File: config.mk
export PLATFORM = sky130hd
export DESIGN_NAME = axi_dma_rd_engine
export DESIGN_NICKNAME = d
export VERILOG_FILES = /design/src/rtl/axi_dma_pkg.sv /design/src/rtl/axi_dma_burst_calc.sv /design/src/rtl/axi_dma_rd_engine.sv
export SDC_FILE = /design/constraint.sdc
export NUM_CORES = 1
export LEC_CHECK = 0
export CORE_MARGIN = 4
export CORE_UTILIZATION = 40
export CTS_CLUSTER_SIZE = 8
export DETAILED_ROUTE_END_ITERATION = 10
export GPL_ROUTABILITY_DRIVEN = 1
export PLACE_DENSITY = 0.73
export SETUP_SLACK_MARGIN = 0.5
export SLEW_MARGIN = 10
export SYNTH_ARGS = -nofsm -noshare
export SYNTH_HDL_FRONTEND = slang
export SYNTH_SLANG_ARGS = --single-unit
File: constraint.sdc
create_clock -name clk -period 3.5 [get_ports clk]
set_input_delay 0.7 -clock clk [delete_from_list [all_inputs] [get_ports clk]]
set_output_delay 0.7 -clock clk [all_outputs]
set_load 0.05 [all_outputs]
File: src/rtl/axi_dma_pkg.sv
// Shared types and constants for the AXI4 read DMA engine.
// Feature macro AXI_DMA_RD_ERR_EN (see axi_dma_rd_engine) uses the response enum below.
package axi_dma_pkg;

  typedef enum logic [1:0] {
    BURST_FIXED = 2'b00,
    BURST_INCR  = 2'b01,
    BURST_WRAP  = 2'b10
  } axi_burst_e;

  typedef enum logic [1:0] {
    RESP_OKAY   = 2'b00,
    RESP_EXOKAY = 2'b01,
    RESP_SLVERR = 2'b10,
    RESP_DECERR = 2'b11
  } axi_resp_e;

  typedef enum logic [1:0] {
    ST_IDLE,
    ST_ADDR,
    ST_DATA,
    ST_DONE
  } rd_state_e;

  localparam int unsigned BOUNDARY_4K = 4096;
  localparam logic [3:0]  AR_CACHE    = 4'b0011;

endpackage

File: src/rtl/axi_dma_burst_calc.sv
// Burst sizing: beats = min(remaining, max burst, beats left before the next 4 KB boundary).
module axi_dma_burst_calc
  import axi_dma_pkg::*;
#(
  parameter int LEN_WIDTH     = 9,
  parameter int STRB_WIDTH    = 4,
  parameter int MAX_BURST_LEN = 16
) (
  input  logic [11:0]          i_addr_lo,
  input  logic [LEN_WIDTH-1:0] i_rem,
  output logic [8:0]           o_beats
);

  localparam int SHIFT = $clog2(STRB_WIDTH);
  localparam int CW    = (LEN_WIDTH > 14) ? LEN_WIDTH : 14;

  logic [CW-1:0] w_rem;
  logic [CW-1:0] w_gap;
  logic [CW-1:0] w_max;
  logic [CW-1:0] w_min;

  assign w_rem = CW'(i_rem);
  assign w_gap = CW'((BOUNDARY_4K - 32'(i_addr_lo)) >> SHIFT);
  assign w_max = CW'(MAX_BURST_LEN);

  always_comb begin
    w_min = w_rem;
    if (w_max < w_min) w_min = w_max;
    if (w_gap < w_min) w_min = w_gap;
  end

  // Result never exceeds MAX_BURST_LEN (<= 256), so 9 bits always hold it.
  assign o_beats = 9'(w_min);

endmodule

File: src/rtl/axi_dma_rd_engine.sv
// AXI4 read DMA master: one descriptor -> INCR bursts on AR/R, data returned as AXI-Stream.
// Optional macro AXI_DMA_RD_ERR_EN adds a sticky read-response error status output.
//
// state   | meaning
// IDLE    | desc_ready high, waiting for a descriptor
// ADDR    | drive one AR burst, hold stable until arready
// DATA    | pass R beats to the stream until rlast
// DONE    | one-cycle status pulse, then back to IDLE
module axi_dma_rd_engine
  import axi_dma_pkg::*;
#(
  parameter int AXI_DATA_WIDTH = 32,
  parameter int AXI_ADDR_WIDTH = 32,
  parameter int AXI_STRB_WIDTH = AXI_DATA_WIDTH / 8,
  parameter int AXI_ID_WIDTH   = 8,
  parameter int LEN_WIDTH      = 9,
  parameter int MAX_BURST_LEN  = 16
) (
  input  logic                      clk,
  input  logic                      rst,
  input  logic [AXI_ADDR_WIDTH-1:0] s_axis_read_desc_addr,
  input  logic [LEN_WIDTH-1:0]      s_axis_read_desc_len,
  input  logic                      s_axis_read_desc_valid,
  output logic                      s_axis_read_desc_ready,
  output logic                      m_axis_read_desc_status_valid,
`ifdef AXI_DMA_RD_ERR_EN
  output logic [1:0]                m_axis_read_desc_status_error,
`endif
  output logic [AXI_DATA_WIDTH-1:0] m_axis_read_data_tdata,
  output logic                      m_axis_read_data_tvalid,
  input  logic                      m_axis_read_data_tready,
  output logic                      m_axis_read_data_tlast,
  output logic [AXI_ID_WIDTH-1:0]   m_axi_arid,
  output logic [AXI_ADDR_WIDTH-1:0] m_axi_araddr,
  output logic [7:0]                m_axi_arlen,
  output logic [2:0]                m_axi_arsize,
  output logic [1:0]                m_axi_arburst,
  output logic                      m_axi_arlock,
  output logic [3:0]                m_axi_arcache,
  output logic [2:0]                m_axi_arprot,
  output logic                      m_axi_arvalid,
  input  logic                      m_axi_arready,
  input  logic [AXI_ID_WIDTH-1:0]   m_axi_rid,
  input  logic [AXI_DATA_WIDTH-1:0] m_axi_rdata,
  input  logic [1:0]                m_axi_rresp,
  input  logic                      m_axi_rlast,
  input  logic                      m_axi_rvalid,
  output logic                      m_axi_rready
);

  localparam int SHIFT = $clog2(AXI_STRB_WIDTH);

  rd_state_e                 r_state;
  logic [AXI_ADDR_WIDTH-1:0] r_addr;
  logic [LEN_WIDTH-1:0]      r_rem;
  logic [AXI_ADDR_WIDTH-1:0] r_araddr;
  logic [7:0]                r_arlen;
  logic [8:0]                r_burst;
  logic                      r_arvalid;
  logic                      r_desc_ready;
  logic                      r_status_valid;
  logic [1:0]                r_err;

  logic [8:0]                w_beats;
  logic [LEN_WIDTH-1:0]      w_desc_beats;
  logic                      w_in_data;
  logic                      w_r_fire;
  logic                      w_unused;

  axi_dma_burst_calc #(
    .LEN_WIDTH    (LEN_WIDTH),
    .STRB_WIDTH   (AXI_STRB_WIDTH),
    .MAX_BURST_LEN(MAX_BURST_LEN)
  ) u_burst_calc (
    .i_addr_lo(r_addr[11:0]),
    .i_rem    (r_rem),
    .o_beats  (w_beats)
  );

  assign w_desc_beats = s_axis_read_desc_len >> SHIFT;
  assign w_in_data    = (r_state == ST_DATA);
  assign w_r_fire     = w_in_data && m_axi_rvalid && m_axis_read_data_tready;

  // R channel is a zero-latency pass-through; r_rem already excludes the current burst.
  assign m_axi_rready            = w_in_data && m_axis_read_data_tready;
  assign m_axis_read_data_tvalid = w_in_data && m_axi_rvalid;
  assign m_axis_read_data_tdata  = m_axi_rdata;
  assign m_axis_read_data_tlast  = w_in_data && m_axi_rlast && (r_rem == '0);

  always_ff @(posedge clk or posedge rst) begin
    if (rst) begin
      r_state        <= ST_IDLE;
      r_addr         <= '0;
      r_rem          <= '0;
      r_araddr       <= '0;
      r_arlen        <= '0;
      r_burst        <= '0;
      r_arvalid      <= 1'b0;
      r_desc_ready   <= 1'b1;
      r_status_valid <= 1'b0;
      r_err          <= 2'b00;
    end else begin
      case (r_state)
        ST_IDLE: begin
          if (s_axis_read_desc_valid && r_desc_ready) begin
            r_addr       <= s_axis_read_desc_addr & ~AXI_ADDR_WIDTH'(AXI_STRB_WIDTH - 1);
            r_rem        <= w_desc_beats;
            r_desc_ready <= 1'b0;
            r_err        <= 2'b00;
            if (w_desc_beats == '0) begin
              r_state        <= ST_DONE;
              r_status_valid <= 1'b1;
            end else begin
              r_state <= ST_ADDR;
            end
          end
        end
        ST_ADDR: begin
          // First ADDR cycle loads the AR registers; they stay frozen until arready.
          if (!r_arvalid) begin
            r_arvalid <= 1'b1;
            r_araddr  <= r_addr;
            r_arlen   <= 8'(w_beats - 9'd1);
            r_burst   <= w_beats;
          end else if (m_axi_arready) begin
            r_arvalid <= 1'b0;
            r_addr    <= r_addr + (AXI_ADDR_WIDTH'(r_burst) << SHIFT);
            r_rem     <= r_rem - LEN_WIDTH'(r_burst);
            r_state   <= ST_DATA;
          end
        end
        ST_DATA: begin
          if (w_r_fire) begin
            if ((r_err == RESP_OKAY) && (m_axi_rresp != RESP_OKAY)) r_err <= m_axi_rresp;
            if (m_axi_rlast) begin
              if (r_rem != '0) begin
                r_state <= ST_ADDR;
              end else begin
                r_state        <= ST_DONE;
                r_status_valid <= 1'b1;
              end
            end
          end
        end
        ST_DONE: begin
          r_status_valid <= 1'b0;
          r_desc_ready   <= 1'b1;
          r_state        <= ST_IDLE;
        end
        default: r_state <= ST_IDLE;
      endcase
    end
  end

  assign s_axis_read_desc_ready        = r_desc_ready;
  assign m_axis_read_desc_status_valid = r_status_valid;

  assign m_axi_arid    = '0;
  assign m_axi_araddr  = r_araddr;
  assign m_axi_arlen   = r_arlen;
  assign m_axi_arsize  = 3'(SHIFT);
  assign m_axi_arburst = BURST_INCR;
  assign m_axi_arlock  = 1'b0;
  assign m_axi_arcache = AR_CACHE;
  assign m_axi_arprot  = 3'b000;
  assign m_axi_arvalid = r_arvalid;

`ifdef AXI_DMA_RD_ERR_EN
  assign m_axis_read_desc_status_error = r_err;
  assign w_unused = ^m_axi_rid;
`else
  assign w_unused = ^{m_axi_rid, r_err};
`endif

endmodule

==> metrics.md, run 1 <==
| Metric | Value |
|---|---|
| Max-cap viol count | 0 |
| Die Y | 130 um |
| Flop pwr share | 24.7% |
| Sw Pwr | 0.00400 W |
| Clock network power share | 12.2% |
| Filler cell count | 1353 |
| Hold path depth | 2 |
| Critical Path Sink Type | flip-flop |
| Post-synthesis simple-gate area fraction | 22.3% |
| Routed WL | 16.4 mm |
| Yosys reg bits | 91 |
| Max Freq | 276 MHz |
| Detailed placer's ending HPWL | 11.3 mm |
| Crit Path Class | reg2reg |
| Final core utilization | 52.2% |
| Initial antenna violation count | 0 |
| Comb pwr share | 63.1% |
| Final period util | 104% |
| Async set or reset register ratio after synthesis | 100% |
| DRT iter0 DRCs | 332 |
| Leakage Power | 3.39 nW |
| Worst Path Arrival | 3.82 ns |
| Synth Area in Compound Gates | 17.9% |
| Dpl cells | 965 |
| CTS tree | yes |
| Synth cell types | 66 |
| Max FO, Critical Path | 6 |
| Area share of fa/ha/maj cells after synthesis | 6.16% |
| Most common flop cell mapped by yosys | dfrtp_1 |
| Initial core utilization | 40.8% |
| DRC errors left | 0 |
| Tmin final | 3.63 ns |
| Clock skew | 0.00688 ns |
| PD cells | 1090 nW/um2 |
| Required @ worst endpoint | 3.70 ns |
| Proportion of layout cells with a drive suffix above 1 | 15.8% |
| Final setup margin | -0.128 ns |
| Core ar. | 14500 um2 |
| Max-slew violations | 0 |
| Number of synthesized flops with an enable pin | 0 |
| Syn Area/Cell | 8.21 um2 |
| Routed vias/inst | 5.40 |
| I/O Buffers | 87 |
| Worst Max-Slew Pin Slew | 1.02 ns |
| RePlAce Congestion | 0.885 |
| RSZ-0062 raised after global routing | yes |
| Clk Latency, worst-skew pair | 0.35 ns |
| Max transition margin | 31.8% |
| Post-route ant nets | 0 |
| ANT cells | 0 |
| Final instance area | 7580 um2 |
| Worst reg2reg path depth | 14 |
| Sw frac | 48.2% |
| Vias | 5399 |
| R2r setup slk | -0.13 ns |
| DR WL/cell | 16.4 um |
| Largest net degree at the start of global routing | 61 |
| Die Wd | 130 um |
| Total Routing Usage GR | 19.2% |
| Die Footprint | 16800 um2 |
| Clk pin slew, worst setup/hold paths | 0.07 ns |
| Placed Area | 6910 um2 |
| Worst-case clock buffer depth | 2 |
| Post-synthesis sequential area ratio | 38.4% |
| Hold endpoint | m_axi_araddr[12]$_DFFE_PP0P_ |
| Global route overflow | 0 |
| Number of global-route vias before repair | 5201 |
| Largest family of logic cells by synthesized area | simple AND/OR/NAND/NOR gates |
| Mapped Cells | 722 |
| Cell row count | 44 |
| RR Startpoint | r_rem[4]$_DFFE_PP0P_ |
| First-pass GRT wire length | 25.9 mm |
| Final setup viols | 1 |
| H-tree levels | 3 |
| # clock sinks | 91 |
| HP Class | reg2reg |
| Hold Crit Start | m_axi_araddr[12]$_DFFE_PP0P_ |
| Outcome | finished with violations |
| Final cell count without fillers | 999 |
| Final nets | 928 |
| Synth Area in XOR/XNOR | 2.81% |
| Synth warn | 0 |
| Internal | 0.00430 W |
| Failing checks | negative setup slack |
| Worst r2r dst | m_axi_arlen[4]$_DFFE_PP0P_ |
| DRT Pass-1 Iters | 5 |
| CTS Buf Count | 9 |
| I/O pins | 189 |
| Root buf cell | clkbuf_16 |
| Startpoint types | flip-flop |
| Area Overhead vs Synth | 27.9% |
| Hold Vio Cnt, Final | 0 |
| Worst vdd ir | 0.370 mV |
| Cell area after synthesis | 5930 um2 |
| Mux cell area share after synthesis | 0.866% |
## cell usage in the layout (no fill, tap or decap), types with 14 or more instances in the layout
cell,instances
nand3_1,17
inv_1,26
nor3_1,14
conb_1,27
o21ai_0,29
o22ai_1,15
nand2_1,141
clkdlybuf4s50_1,84
nor2_1,44
a21oi_1,53
ha_1,22
buf_4,49
dfrtp_1,90
## cell usage after synthesis (6+ instances only)
master | n | area (um2)
nand4_1 | 11 | 68.8
o22ai_1 | 16 | 100
buf_4 | 56 | 420
inv_1 | 29 | 109
o21ai_0 | 32 | 160
nor2_1 | 46 | 173
nor3_1 | 14 | 70.1
a311oi_1 | 8 | 70.1
xnor2_1 | 12 | 105
a31oi_1 | 10 | 62.6
ha_1 | 26 | 325
nor2b_1 | 7 | 43.8
xor2_1 | 7 | 61.3
nor4_1 | 6 | 37.5
or3_1 | 6 | 37.5
clkbuf_1 | 26 | 97.6
and3_1 | 11 | 68.8
nand2_1 | 149 | 559
nand3_1 | 18 | 90.1
a21oi_1 | 57 | 285
dfrtp_1 | 90 | 2250
## cell type report
cell class | instances | area (um2) | share of cell area, %
Multi-Input combinational cell | 536 | 3320 | 43.7
Sequential cell | 91 | 2280 | 30.0
Timing Repair Buffer | 143 | 1340 | 17.7
Clock buffer | 11 | 243 | 3.20
Tap cell | 184 | 230 | 3.04
Inverter | 29 | 113 | 1.49
Clock inverter | 5 | 60.1 | 0.792
## worst max path at each step
| stage | depth (start not counted) | end | startpoint |
|---|---|---|---|
| floorplan | 14 | m_axi_arlen[4]$_DFFE_PP0P_ | r_rem[7]$_DFFE_PP0P_ |
| global placement | 15 | m_axi_arlen[4]$_DFFE_PP0P_ | r_addr[6]$_DFFE_PP0P_ |
| detailed placement | 16 | m_axi_arlen[4]$_DFFE_PP0P_ | r_addr[6]$_DFFE_PP0P_ |
| CTS | 15 | m_axi_arlen[4]$_DFFE_PP0P_ | r_addr[4]$_DFFE_PP0P_ |
| global route | 14 | m_axi_arlen[4]$_DFFE_PP0P_ | r_rem[4]$_DFFE_PP0P_ |
| finish | 14 | m_axi_arlen[4]$_DFFE_PP0P_ | r_rem[4]$_DFFE_PP0P_ |
## sequential cells by signal, summed over array words and instances (netlist names)
| register | flops |
|---|---|
| m_axi_arvalid | 1 |
| r_burst | 9 |
| m_axi_arlen | 8 |
| m_axis_read_desc_status_valid | 1 |
| r_rem | 9 |
| r_state | 2 |
| m_axi_araddr | 30 |
| r_addr | 30 |
| s_axis_read_desc_ready | 1 |
## worst max-delay path, cell delays in order (launching register included)
cell     delay (ns)
dfrtp_1        0.38
or3_4          0.41
nor3_4         0.31
nand2_2        0.11
ha_1           0.30
o211a_1        0.15
o41ai_2        0.08
a211o_4        0.36
nand2_4        0.09
mux2i_4        0.27
ha_4           0.17
or3b_4         0.37
mux2i_2        0.20
xor2_1         0.18
o21ai_1        0.07
## metrics by stage
stage	hold WS, ns	setup slack [ns]	total power, W	setup TNS (ns)
final	0.472	-0.128	0.00830	-0.128
after global routing	0.501	-0.285	0.00887	-0.285
after CTS	0.479	-0.0996	0.00795	-0.0996
after detailed placement	0.463	-0.130	0.00666	-0.130
after global placement	0.460	-0.0460	0.00656	-0.0460
after floorplan	0.447	-0.0215	0.00531	-0.0215
## routing by layer
layer	vias to the layer above	share of wire (%)	track usage, %
met5	-	0	0
met4	0	2.3	7.82
met3	29	7.2	3.11
met2	203	47	29.6
met1	2570	44	27.0
li1	2597	-	-
## repair_timing
item                                    CTS  global route
endpoints found under the setup margin    7            28
pin swaps                                16            25
gates resized for setup                  21            30
buffers inserted                          7            11
hold buffers                              0             0
## logic make-up (layout without fill, tap and decap cells)
logic type,count (synthesis),count (layout)
compound gates,168,168
fa+ha+maj,28,28
simple gates,289,289
buf+inv,120,188
mux,5,5
other cells,2,27
flops,91,91
xor+xnor,19,19
## power groups by stage
| stage | clock, W | combinational, W | sequential (W) |
|---|---|---|---|
| floorplan | 0 | 0.00262 | 0.00268 |
| global placement | 0 | 0.00453 | 0.00203 |
| detailed placement | 0 | 0.00462 | 0.00204 |
| CTS | 0.00102 | 0.00490 | 0.00203 |
| global route | 0.00107 | 0.00567 | 0.00213 |
| finish | 0.00101 | 0.00523 | 0.00205 |
Power figures use the tool's default switching activity.
==> run 2: changes to the inputs <==
--- a/config.mk
+++ b/config.mk
@@ -5,6 +5,7 @@
 export SDC_FILE = /design/constraint.sdc
 export NUM_CORES = 1
 export LEC_CHECK = 0
+export CORE_ASPECT_RATIO = 1.25
 export CORE_MARGIN = 4
 export CORE_UTILIZATION = 40
 export CTS_CLUSTER_SIZE = 8
==> run 2 against run 1 <==
Clock skew is 0.0024 ns lower. Highest routed layer unchanged. The flow still finishes with violations (negative setup slack). Global-route usage is essentially flat. Critical path type unchanged. Setup slack better by 0.026 ns. Design area fell by 0.43%. Largest cell class unchanged. Clock power hardly changed. Maximum frequency is 0.74% higher. Non-clock buffer count increased by 2.
==> metrics.md, run 2 (synthesized netlist as in run 1, its figures left out) <==
| Metric | Value |
|---|---|
| Failing checks | negative setup slack (unchanged) |
| Final setup margin | -0.102 ns (was -0.128 ns) |
| First-pass GRT wire length | 25.8 mm (was 25.9 mm) |
| H-tree levels | 3 (unchanged) |
| Detailed placer's ending HPWL | 11.6 mm (was 11.3 mm) |
| Core ar. | 14500 um2 (about the same) |
| Max-cap viol count | 0 (unchanged) |
| Die Y | 144 um (was 130 um) |
| Max transition margin | 29.7% (was 31.8%) |
| Setup crit end | m_axi_arlen[4]$_DFFE_PP0P_ (unchanged) |
| Worst vdd ir | 0.470 mV (was 0.370 mV) |
| Number of global-route vias before repair | 5275 (was 5201) |
| Largest net degree at the start of global routing | 54 (was 61) |
| Root buf cell | clkbuf_16 (unchanged) |
| Proportion of layout cells with a drive suffix above 1 | 16.0% (was 15.8%) |
| Total Routing Usage GR | 19.2% (about the same) |
| Area Overhead vs Synth | 27.4% (was 27.9%) |
| Worst-case clock buffer depth | 2 (unchanged) |
| Worst reg2reg path depth | 14 (unchanged) |
| Most common cell after layout, fill and taps aside | nand2_1 (unchanged) |
| Clock skew | 0.00451 ns (was 0.00688 ns) |
| RSZ-0062 raised after global routing | yes (unchanged) |
| CTS Buf Count | 9 (unchanged) |
| Most frequent cells in the layout | nand2_1 (142), dfrtp_1 (88), clkdlybuf4s50_1 (86) (was nand2_1 (141), dfrtp_1 (90), clkdlybuf4s50_1 (84)) |
| Max Freq | 278 MHz (was 276 MHz) |
| Pwr Total | 0.00810 W (was 0.00830 W) |
| Worst hold slack | 0.464 ns (was 0.472 ns) |
| CTS tree | yes (unchanged) |
| HP Class | reg2reg (unchanged) |
| Worst Max-Slew Pin Slew | 1.05 ns (was 1.02 ns) |
| PD cells | 1070 nW/um2 (was 1090 nW/um2) |
| Vias | 5353 (was 5399) |
| I/O pins | 189 (unchanged) |
| Initial core utilization | 41.0% (was 40.8%) |
| Cell row count | 49 (was 44) |
| Worst Path Arrival | 3.79 ns (was 3.82 ns) |
| Clk pin slew, worst setup/hold paths | 0.07 ns (about the same) |
| Max-slew violations | 0 (unchanged) |
| CTS Hold Bufs | 0 (unchanged) |
| Hold Vio Cnt, Final | 0 (unchanged) |
| # clock sinks | 91 (unchanged) |
| Critical Path Sink Type | flip-flop (unchanged) |
| I/O Buffers | 87 (unchanged) |
| RePlAce Congestion | 0.934 (was 0.885) |
| Initial antenna violation count | 0 (unchanged) |
| Crit Path Class | reg2reg (unchanged) |
| DRT Pass-1 Iters | 4 (was 5) |
| DRT iter0 DRCs | 282 (was 332) |
| Routed WL | 16.2 mm (was 16.4 mm) |
| Final nets | 930 (was 928) |
| DP Worst Slack | -0.0874 ns (was -0.130 ns) |
| Post-route ant nets | 0 (unchanged) |
| Global route overflow | 0 (unchanged) |
| Tmin final | 3.60 ns (was 3.63 ns) |
| DR WL/cell | 16.3 um (was 16.4 um) |
| Startpoint types | flip-flop (unchanged) |
| Required @ worst endpoint | 3.69 ns (was 3.70 ns) |
| Worst r2r dst | m_axi_arlen[4]$_DFFE_PP0P_ (unchanged) |
| Die Footprint | 16800 um2 (about the same) |
| Clk Latency, worst-skew pair | 0.34 ns (was 0.35 ns) |
| Outcome | finished with violations (unchanged) |
| Leakage Power | 3.36 nW (was 3.39 nW) |
| R2r setup slk | -0.10 ns (was -0.13 ns) |
| RR Startpoint | r_rem[8]$_DFFE_PP0P_ (was r_rem[4]$_DFFE_PP0P_) |
| DRC errors left | 0 (unchanged) |
| CP Launch Point | r_rem[8]$_DFFE_PP0P_ (was r_rem[4]$_DFFE_PP0P_) |
| Routed vias/inst | 5.38 (was 5.40) |
| Filler cell count | 1374 (was 1353) |
| ANT cells | 0 (unchanged) |
| Final period util | 103% (was 104%) |
| Final setup viols | 1 (unchanged) |
| Hold Crit Start | m_axi_arlen[0]$_DFFE_PP0P_ (was m_axi_araddr[12]$_DFFE_PP0P_) |
| Die Wd | 117 um (was 130 um) |
| Max FO, Critical Path | 5 (was 6) |
run 2: cell count changes in the layout (fill, tap and decap cells not counted), moves of 2 or more:
cell             change
dlymetal6s2s_1       -2
buf_4                +3
o21ai_2              -2
o21ai_0              +2
dfrtp_1              -2
nand2_2              -2
dfrtp_2              +2
clkdlybuf4s50_1      +2
run 2: critical path, stage by stage, from the launching register on:
cell and delay, ns:
dfrtp_1 0.39, or3_4 0.40, nor3_4 0.33, nand2_2 0.13, ha_4 0.28, o211a_1 0.14, o41ai_2 0.08, a211o_4 0.38
nand2_4 0.09, mux2i_4 0.24, ha_2 0.20, or3b_4 0.38, mux2i_2 0.17, xor2_1 0.16, o21ai_1 0.07
run 2: worst min path at each step:
stage / endpoint / slack [ns] / cells past startpoint
finish: m_axi_arlen[0]$_DFFE_PP0P_ / 0.46 / 2
global route: m_axi_araddr[7]$_DFFE_PP0P_ / 0.50 / 2
CTS: m_axi_arlen[0]$_DFFE_PP0P_ / 0.47 / 2
detailed placement: m_axi_araddr[25]$_DFFE_PP0P_ / 0.46 / 2
global placement: m_axi_araddr[20]$_DFFE_PP0P_ / 0.46 / 2
floorplan: r_rem[8]$_DFFE_PP0P_ / 0.45 / 1
run 2: final cells by class:
cell class / instances / area [um2] / share of cell area (%)
repair buffers: 145 / 1340 / 17.7
flip-flops and latches: 91 / 2280 / 30.2
well taps: 178 / 223 / 2.95
clock buffers: 9 / 225 / 2.98
inverters: 29 / 113 / 1.49
multi-input cells: 536 / 3290 / 43.6
clock inverters: 7 / 76.3 / 1.01
run 2: metrics by stage:
step           util, %  instances  setup TNS [ns]  instance area, um2
2_1_floorplan        -        747         -0.0215                6060
3_3_place_gp      47.8        960        -0.00991                6910
3_5_place_dp      47.8        960         -0.0874                6910
4_1_cts           50.7        984         -0.0237                7340
5_1_grt           52.2        995          -0.183                7550
6_report          52.2        995          -0.102                7550
run 2: power breakdown:
| group | switching (W) | internal (W) |
|---|---|---|
| clock network | 0.000439 | 0.000559 |
| registers | 0.000503 | 0.00156 |
| logic | 0.00296 | 0.00208 |
run 2: per-layer routing:
layer,routed length (um),track usage [%]
met1,6370,22.9
met2,8650,34.6
met3,826,2.60
met4,388,7.55
met5,0,0
run 2: timing repair:
item,4_1_cts,5_1_grt
pin swaps,11,21
endpoints found under the hold margin,0,0
setup endpoints to repair,5,24
buffers inserted,8,11
gates cloned,0,0
resized for setup,15,26
